**src/rtl/whistle_command_decoder.sv**
```systemverilog
// Whistle command decoder.
// Turns the per-frame pitch stream from the pitch detector into command pulses:
// hot frames are debounced into tones, each tone is graded short/long and the
// first tone is graded flat/rising/falling, and a run of tones closed by
// silence (or by reaching the tone limit) is emitted as one command.
module whistle_command_decoder #(
  parameter int NSamples       = 256,
  parameter int THRESHOLD      = 50,
  parameter int MIN_FRAMES     = 3,
  parameter int GAP_FRAMES     = 2,
  parameter int LONG_FRAMES    = 12,
  parameter int TIMEOUT_FRAMES = 8,
  parameter int SWEEP_DELTA    = 8,
  parameter int MAX_TONES      = 4,
  localparam int BW            = $clog2(NSamples)
) (
  input  logic                 fft_clk,
  input  logic                 reset,
  input  logic [BW-1:0]        pitch_data,
  input  logic                 pitch_valid,
  input  logic                 flush,
  output logic                 tone_active,
  output logic                 cmd_valid,
  output logic [2:0]           cmd_len,
  output logic [MAX_TONES-1:0] cmd_pattern,
  output logic [1:0]           cmd_sweep
);

  localparam logic [2:0] IDLE    = 3'd0;
  localparam logic [2:0] ONSET   = 3'd1;
  localparam logic [2:0] TONE    = 3'd2;
  localparam logic [2:0] RELEASE = 3'd3;
  localparam logic [2:0] GAP     = 3'd4;

  localparam logic [1:0] SWEEP_FLAT    = 2'b00;
  localparam logic [1:0] SWEEP_RISING  = 2'b01;
  localparam logic [1:0] SWEEP_FALLING = 2'b10;

  localparam logic [BW-1:0]        THRESH_BIN  = BW'(THRESHOLD);
  localparam logic [7:0]           MIN_LEN     = 8'(MIN_FRAMES);
  localparam logic [7:0]           GAP_LEN     = 8'(GAP_FRAMES);
  localparam logic [7:0]           LONG_LEN    = 8'(LONG_FRAMES);
  localparam logic [7:0]           TIMEOUT_LEN = 8'(TIMEOUT_FRAMES);
  localparam logic [BW:0]          DELTA       = (BW+1)'(SWEEP_DELTA);
  localparam logic [2:0]           TONE_LIMIT  = 3'(MAX_TONES);
  localparam logic [MAX_TONES-1:0] PAT_ONE     = MAX_TONES'(1);

  logic [2:0]           state;
  logic [7:0]           len;
  logic [7:0]           cold_cnt;
  logic [7:0]           gap_cnt;
  logic [2:0]           tone_count;
  logic [BW-1:0]        start_bin;
  logic [BW-1:0]        last_bin;
  logic [MAX_TONES-1:0] pattern_acc;
  logic [1:0]           sweep_reg;

  logic                 frame_hot;
  logic [7:0]           len_next;
  logic [2:0]           tone_count_next;
  logic [MAX_TONES-1:0] pattern_next;
  logic [1:0]           sweep_now;
  logic [1:0]           sweep_next;
  logic [BW:0]          start_ext;
  logic [BW:0]          last_ext;

  // Frame classification and the values a tone end would commit this frame
  always_comb begin
    frame_hot       = pitch_data > THRESH_BIN;
    len_next        = (len == 8'hFF) ? len : len + 8'd1;
    tone_count_next = tone_count + 3'd1;
    pattern_next    = pattern_acc;
    if (len >= LONG_LEN) begin
      pattern_next = pattern_acc | (PAT_ONE << tone_count);
    end
    start_ext = {1'b0, start_bin};
    last_ext  = {1'b0, last_bin};
    sweep_now = SWEEP_FLAT;
    if (last_ext >= start_ext + DELTA) begin
      sweep_now = SWEEP_RISING;
    end else if (start_ext >= last_ext + DELTA) begin
      sweep_now = SWEEP_FALLING;
    end
    sweep_next = (tone_count == 3'd0) ? sweep_now : sweep_reg;
  end

  // Per-frame tone tracking FSM with command emission
  always_ff @(posedge fft_clk or posedge reset) begin
    if (reset) begin
      state       <= IDLE;
      len         <= 8'd0;
      cold_cnt    <= 8'd0;
      gap_cnt     <= 8'd0;
      tone_count  <= 3'd0;
      start_bin   <= '0;
      last_bin    <= '0;
      pattern_acc <= '0;
      sweep_reg   <= SWEEP_FLAT;
      tone_active <= 1'b0;
      cmd_valid   <= 1'b0;
      cmd_len     <= 3'd0;
      cmd_pattern <= '0;
      cmd_sweep   <= 2'b00;
    end else begin
      cmd_valid <= 1'b0;
      if (flush) begin
        state       <= IDLE;
        len         <= 8'd0;
        cold_cnt    <= 8'd0;
        gap_cnt     <= 8'd0;
        tone_count  <= 3'd0;
        pattern_acc <= '0;
        sweep_reg   <= SWEEP_FLAT;
        tone_active <= 1'b0;
      end else if (pitch_valid) begin
        case (state)
          IDLE, GAP: begin
            if (frame_hot) begin
              state     <= ONSET;
              len       <= 8'd1;
              start_bin <= pitch_data;
              last_bin  <= pitch_data;
              if (MIN_LEN <= 8'd1) begin
                state       <= TONE;
                tone_active <= 1'b1;
              end
            end else if (state == GAP) begin
              if ((gap_cnt + 8'd1 >= TIMEOUT_LEN) && (tone_count != 3'd0)) begin
                cmd_valid   <= 1'b1;
                cmd_len     <= tone_count;
                cmd_pattern <= pattern_acc;
                cmd_sweep   <= sweep_reg;
                pattern_acc <= '0;
                tone_count  <= 3'd0;
                gap_cnt     <= 8'd0;
                state       <= IDLE;
              end else begin
                gap_cnt <= gap_cnt + 8'd1;
              end
            end
          end
          ONSET: begin
            if (frame_hot) begin
              len      <= len_next;
              last_bin <= pitch_data;
              if (len_next >= MIN_LEN) begin
                state       <= TONE;
                tone_active <= 1'b1;
              end
            end else begin
              // A glitch: the partial tone is dropped and gap timing resumes
              len   <= 8'd0;
              state <= (tone_count != 3'd0) ? GAP : IDLE;
            end
          end
          TONE: begin
            if (frame_hot) begin
              len      <= len_next;
              last_bin <= pitch_data;
            end else begin
              state    <= RELEASE;
              cold_cnt <= 8'd1;
            end
          end
          RELEASE: begin
            if (frame_hot) begin
              state    <= TONE;
              len      <= len_next;
              last_bin <= pitch_data;
              cold_cnt <= 8'd0;
            end else if (cold_cnt + 8'd1 >= GAP_LEN) begin
              tone_active <= 1'b0;
              cold_cnt    <= 8'd0;
              len         <= 8'd0;
              sweep_reg   <= sweep_next;
              if (tone_count_next == TONE_LIMIT) begin
                cmd_valid   <= 1'b1;
                cmd_len     <= tone_count_next;
                cmd_pattern <= pattern_next;
                cmd_sweep   <= sweep_next;
                pattern_acc <= '0;
                tone_count  <= 3'd0;
                state       <= IDLE;
              end else begin
                pattern_acc <= pattern_next;
                tone_count  <= tone_count_next;
                gap_cnt     <= 8'd0;
                state       <= GAP;
              end
            end else begin
              cold_cnt <= cold_cnt + 8'd1;
            end
          end
          default: begin
            state <= IDLE;
          end
        endcase
      end
    end
  end

endmodule

```
**config.mk**
```make
export PLATFORM = sky130hd
export DESIGN_NAME = whistle_command_decoder
export DESIGN_NICKNAME = d
export VERILOG_FILES = /design/src/rtl/whistle_command_decoder.sv
export SDC_FILE = /design/constraint.sdc
export NUM_CORES = 1
export LEC_CHECK = 0
export BUFFER_PORTS_ARGS = -buffer_cell sky130_fd_sc_hd__buf_4
export CAP_MARGIN = 10
export CORE_MARGIN = 8
export CORE_UTILIZATION = 60
export CTS_CLUSTER_SIZE = 10
export DETAILED_ROUTE_END_ITERATION = 6
export PLACE_DENSITY = 0.84
export SLEW_MARGIN = 10
export SYNTH_ARGS = -nofsm -noshare
export SYNTH_HDL_FRONTEND = slang
export SYNTH_SLANG_ARGS = --single-unit
```
**constraint.sdc**
```tcl
create_clock -name fft_clk -period 2.9 [get_ports fft_clk]
set_clock_uncertainty 0.05 [all_clocks]
set_input_delay 0.435 -clock fft_clk [delete_from_list [all_inputs] [get_ports fft_clk]]
set_output_delay 0.435 -clock fft_clk [all_outputs]
set_load 0.01 [all_outputs]
```
==> run summary <==
Total of max-cap violations: 0
First-pass GRT wire length: 16130 um
Clock transition at path regs: 0.07 ns
DRT Pass-1 Iters: 7
Hold Fails Final Rpt: 0
Io pins: 23
Critical-path maximum fanout: 5
Peak supply drop: 0.3692 mV
Worst-Skew Late Latency: 0.35 ns
Commonest register cell after synthesis: dfrtp_1
Finished Cell Area: 4516 um^2
Final Core Density: 0.7031
Min Tclk post-route: 2.669 ns
Final setup vio count: 0
Startpoint types: flip-flop
Initial Util: 0.6242
Leakage: 0.002076 uW
Yosys cell types: 69
Overall power: 2551 uW
Worst-margin pin slew: 0.7244 ns
Worst Reg2Reg Path Length in Cells: 9
Reg2reg start: start_bin[3]
Most frequent cells in the layout: dfrtp_1 (62), nand2_1 (34), buf_4 (32)
Cell area after synthesis: 4009 um^2
CTS buffer count: 9
Syn nets: 462
Final net count: 491
Initial antenna violation count: 0
Crit path DAT: 2.89 ns
Gr usage total: 0.2046
Tcrit/Tclk final: 0.9204
Root Buffer Master: clkbuf_8
Setup crit end kind: flip-flop
Routed via count: 3414
Fraction of registers with async set/reset: 1.000
Switching Share: 0.3105
Mapped Avg Cell Area: 9.522 um^2
Unrepaired setup endpoints after global routing: false
Status: finished, final reports clean
Routed length per instance: 17.63 um
Vias per cell: 6.429
Min Hold Slack: 0.1628 ns
H-tree Lvls: 3
Post-synthesis sequential area ratio: 0.3933
Number of synthesized flops with an enable pin: 0
Synth-to-layout area growth: 12.64%
Clock power frac: 0.326
Die area: 9553 um^2
Standard-cell rows: 29
Post-Syn Instances: 421
Switching pwr: 792.0 uW
Initial drt markers: 400
Worst path required time: 3.12 ns
Chip height: 97.74 um
CTS Buffer Depth: 2
Number of synthesized register bits: 63
Hold buffer count at cts: 0
Drt drc: 0
PD cells: 564.9 nW/um^2
Largest net degree at the start of global routing: 36
Max Fclk: 0.3746 GHz
Core area: 6422 um^2
Hold crit path type: input pin to async pin
Total Negative Setup Slacks: 0 ns
Worst slew margin: 0.5164
Antenna diode count: 0
Worst Setup Path Type: flip-flop to flip-flop
Number of global-route vias before repair: 3356
Layout cell share with drive strength beyond 1: 0.1850
Most common cell after layout, fill and taps aside: dfrtp_1
Cell Int Power: 1759 uW
Synth Warn #: 0
Final ANT Viol Nets: 0
CTS tree: done
Final-report max-slew violation count: 0
Overflow after GRT: 0
Die X: 97.74 um
Post-DP HPWL: 6719 um
Clk sinks: 63
R2R Path End: sweep_reg[1]
R2r setup slk: 0.23 ns
Number of port buffers: 22
Seq pwr share: 0.411
Post-Route WL: 9362 um
Area after DPL: 4282 um^2
GPL Wtd Cong: 0.9221
Comb pwr share: 0.263
kinds of logic after synthesis:
family | share of synthesized area
AND/OR/NAND/NOR | 0.1801
multiplexers | 0.06835
buffers and inverters | 0.04713
flip-flops | 0.3933
AO/OA/AOI/OAI | 0.1966
XOR/XNOR | 0.02403
adder cells (fa/ha/maj) | 0.09051
per-stage QoR:
| stage | worst slack (ns) | std cells |
|---|---|---|
| 6_report | 0.2308 | 531 |
| 5_1_grt | 0.04788 | 531 |
| 4_1_cts | 0.1671 | 529 |
| 3_5_place_dp | 0.1869 | 514 |
| 3_3_place_gp | 0.2826 | 514 |
| 2_1_floorplan | 0.3611 | 421 |
layer usage:
layer	track usage	vias up	wire, um
met4	0.08513	0	157
met2	0.3210	147	4415
met1	0.2662	1642	4177
li1	-	1608	-
met5	0	-	0
met3	0.04684	17	611
worst max-delay path, cell delays in order (launching register included):
cell and delay, ns:
dfrtp_2 0.40, ha_1 0.20, nand3_1 0.10, xor2_1 0.16, ha_1 0.19, or4_1 0.52
a221oi_2 0.19, a211oi_1 0.11, or4b_1 0.53, a21oi_1 0.14
what timing repair did:
action,in CTS,in global routing
gates resized for setup,0,2
setup endpoints to repair,0,1
buffers inserted,0,2
synthesized netlist by cell type (4+ instances only):
| cell type | instances | area, um^2 |
|---|---|---|
| inv_1 | 32 | 120.1 |
| o211ai_1 | 4 | 30.03 |
| clkbuf_1 | 10 | 37.54 |
| nor3_1 | 9 | 45.04 |
| a31oi_1 | 11 | 68.82 |
| nand2b_1 | 6 | 37.54 |
| o31ai_1 | 9 | 67.56 |
| dfrtp_1 | 63 | 1577 |
| xnor2_1 | 9 | 78.83 |
| and4_1 | 5 | 43.79 |
| mux2i_1 | 6 | 60.06 |
| nor2_1 | 20 | 75.07 |
| nand2_1 | 34 | 127.6 |
| nand3_1 | 14 | 70.07 |
| and2_1 | 10 | 62.56 |
| nor2b_1 | 5 | 31.28 |
| a41oi_1 | 4 | 35.03 |
| nand4_1 | 4 | 25.02 |
| ha_1 | 29 | 362.9 |
| a21oi_1 | 19 | 95.09 |
| and3_1 | 5 | 31.28 |
| o21ai_0 | 26 | 130.1 |
| mux2_2 | 19 | 214.0 |
worst max-delay path by stage:
stage	start	end	slack (ns)	cells past startpoint
2_1_floorplan	start_bin[3]	sweep_reg[1]	0.36	9
3_3_place_gp	start_bin[4]	sweep_reg[1]	0.28	9
3_5_place_dp	start_bin[3]	sweep_reg[1]	0.19	9
4_1_cts	start_bin[3]	sweep_reg[1]	0.17	9
5_1_grt	start_bin[3]	sweep_reg[1]	0.05	9
6_report	start_bin[3]	sweep_reg[1]	0.23	9
power groups by stage:
| stage | sequential [uW] | combinational (uW) | clock [uW] |
|---|---|---|---|
| 3_3_place_gp | 1050 | 595 | 0 |
| 6_report | 1050 | 671 | 830 |
| 3_5_place_dp | 1060 | 630 | 0 |
| 2_1_floorplan | 1030 | 481 | 0 |
| 5_1_grt | 1060 | 760 | 879 |
| 4_1_cts | 1050 | 637 | 846 |
cell type report:
class | instances | area [um^2]
inverter | 32 | 120.1
sequential | 63 | 1578
timing repair buffer | 33 | 260.3
multi-input combinational | 311 | 2250
tap | 77 | 96.34
clock inverter | 4 | 70.07
fill | 472 | 1907
clock buffer | 11 | 141.4
No activity file was read; power rests on OpenSTA's default activity.
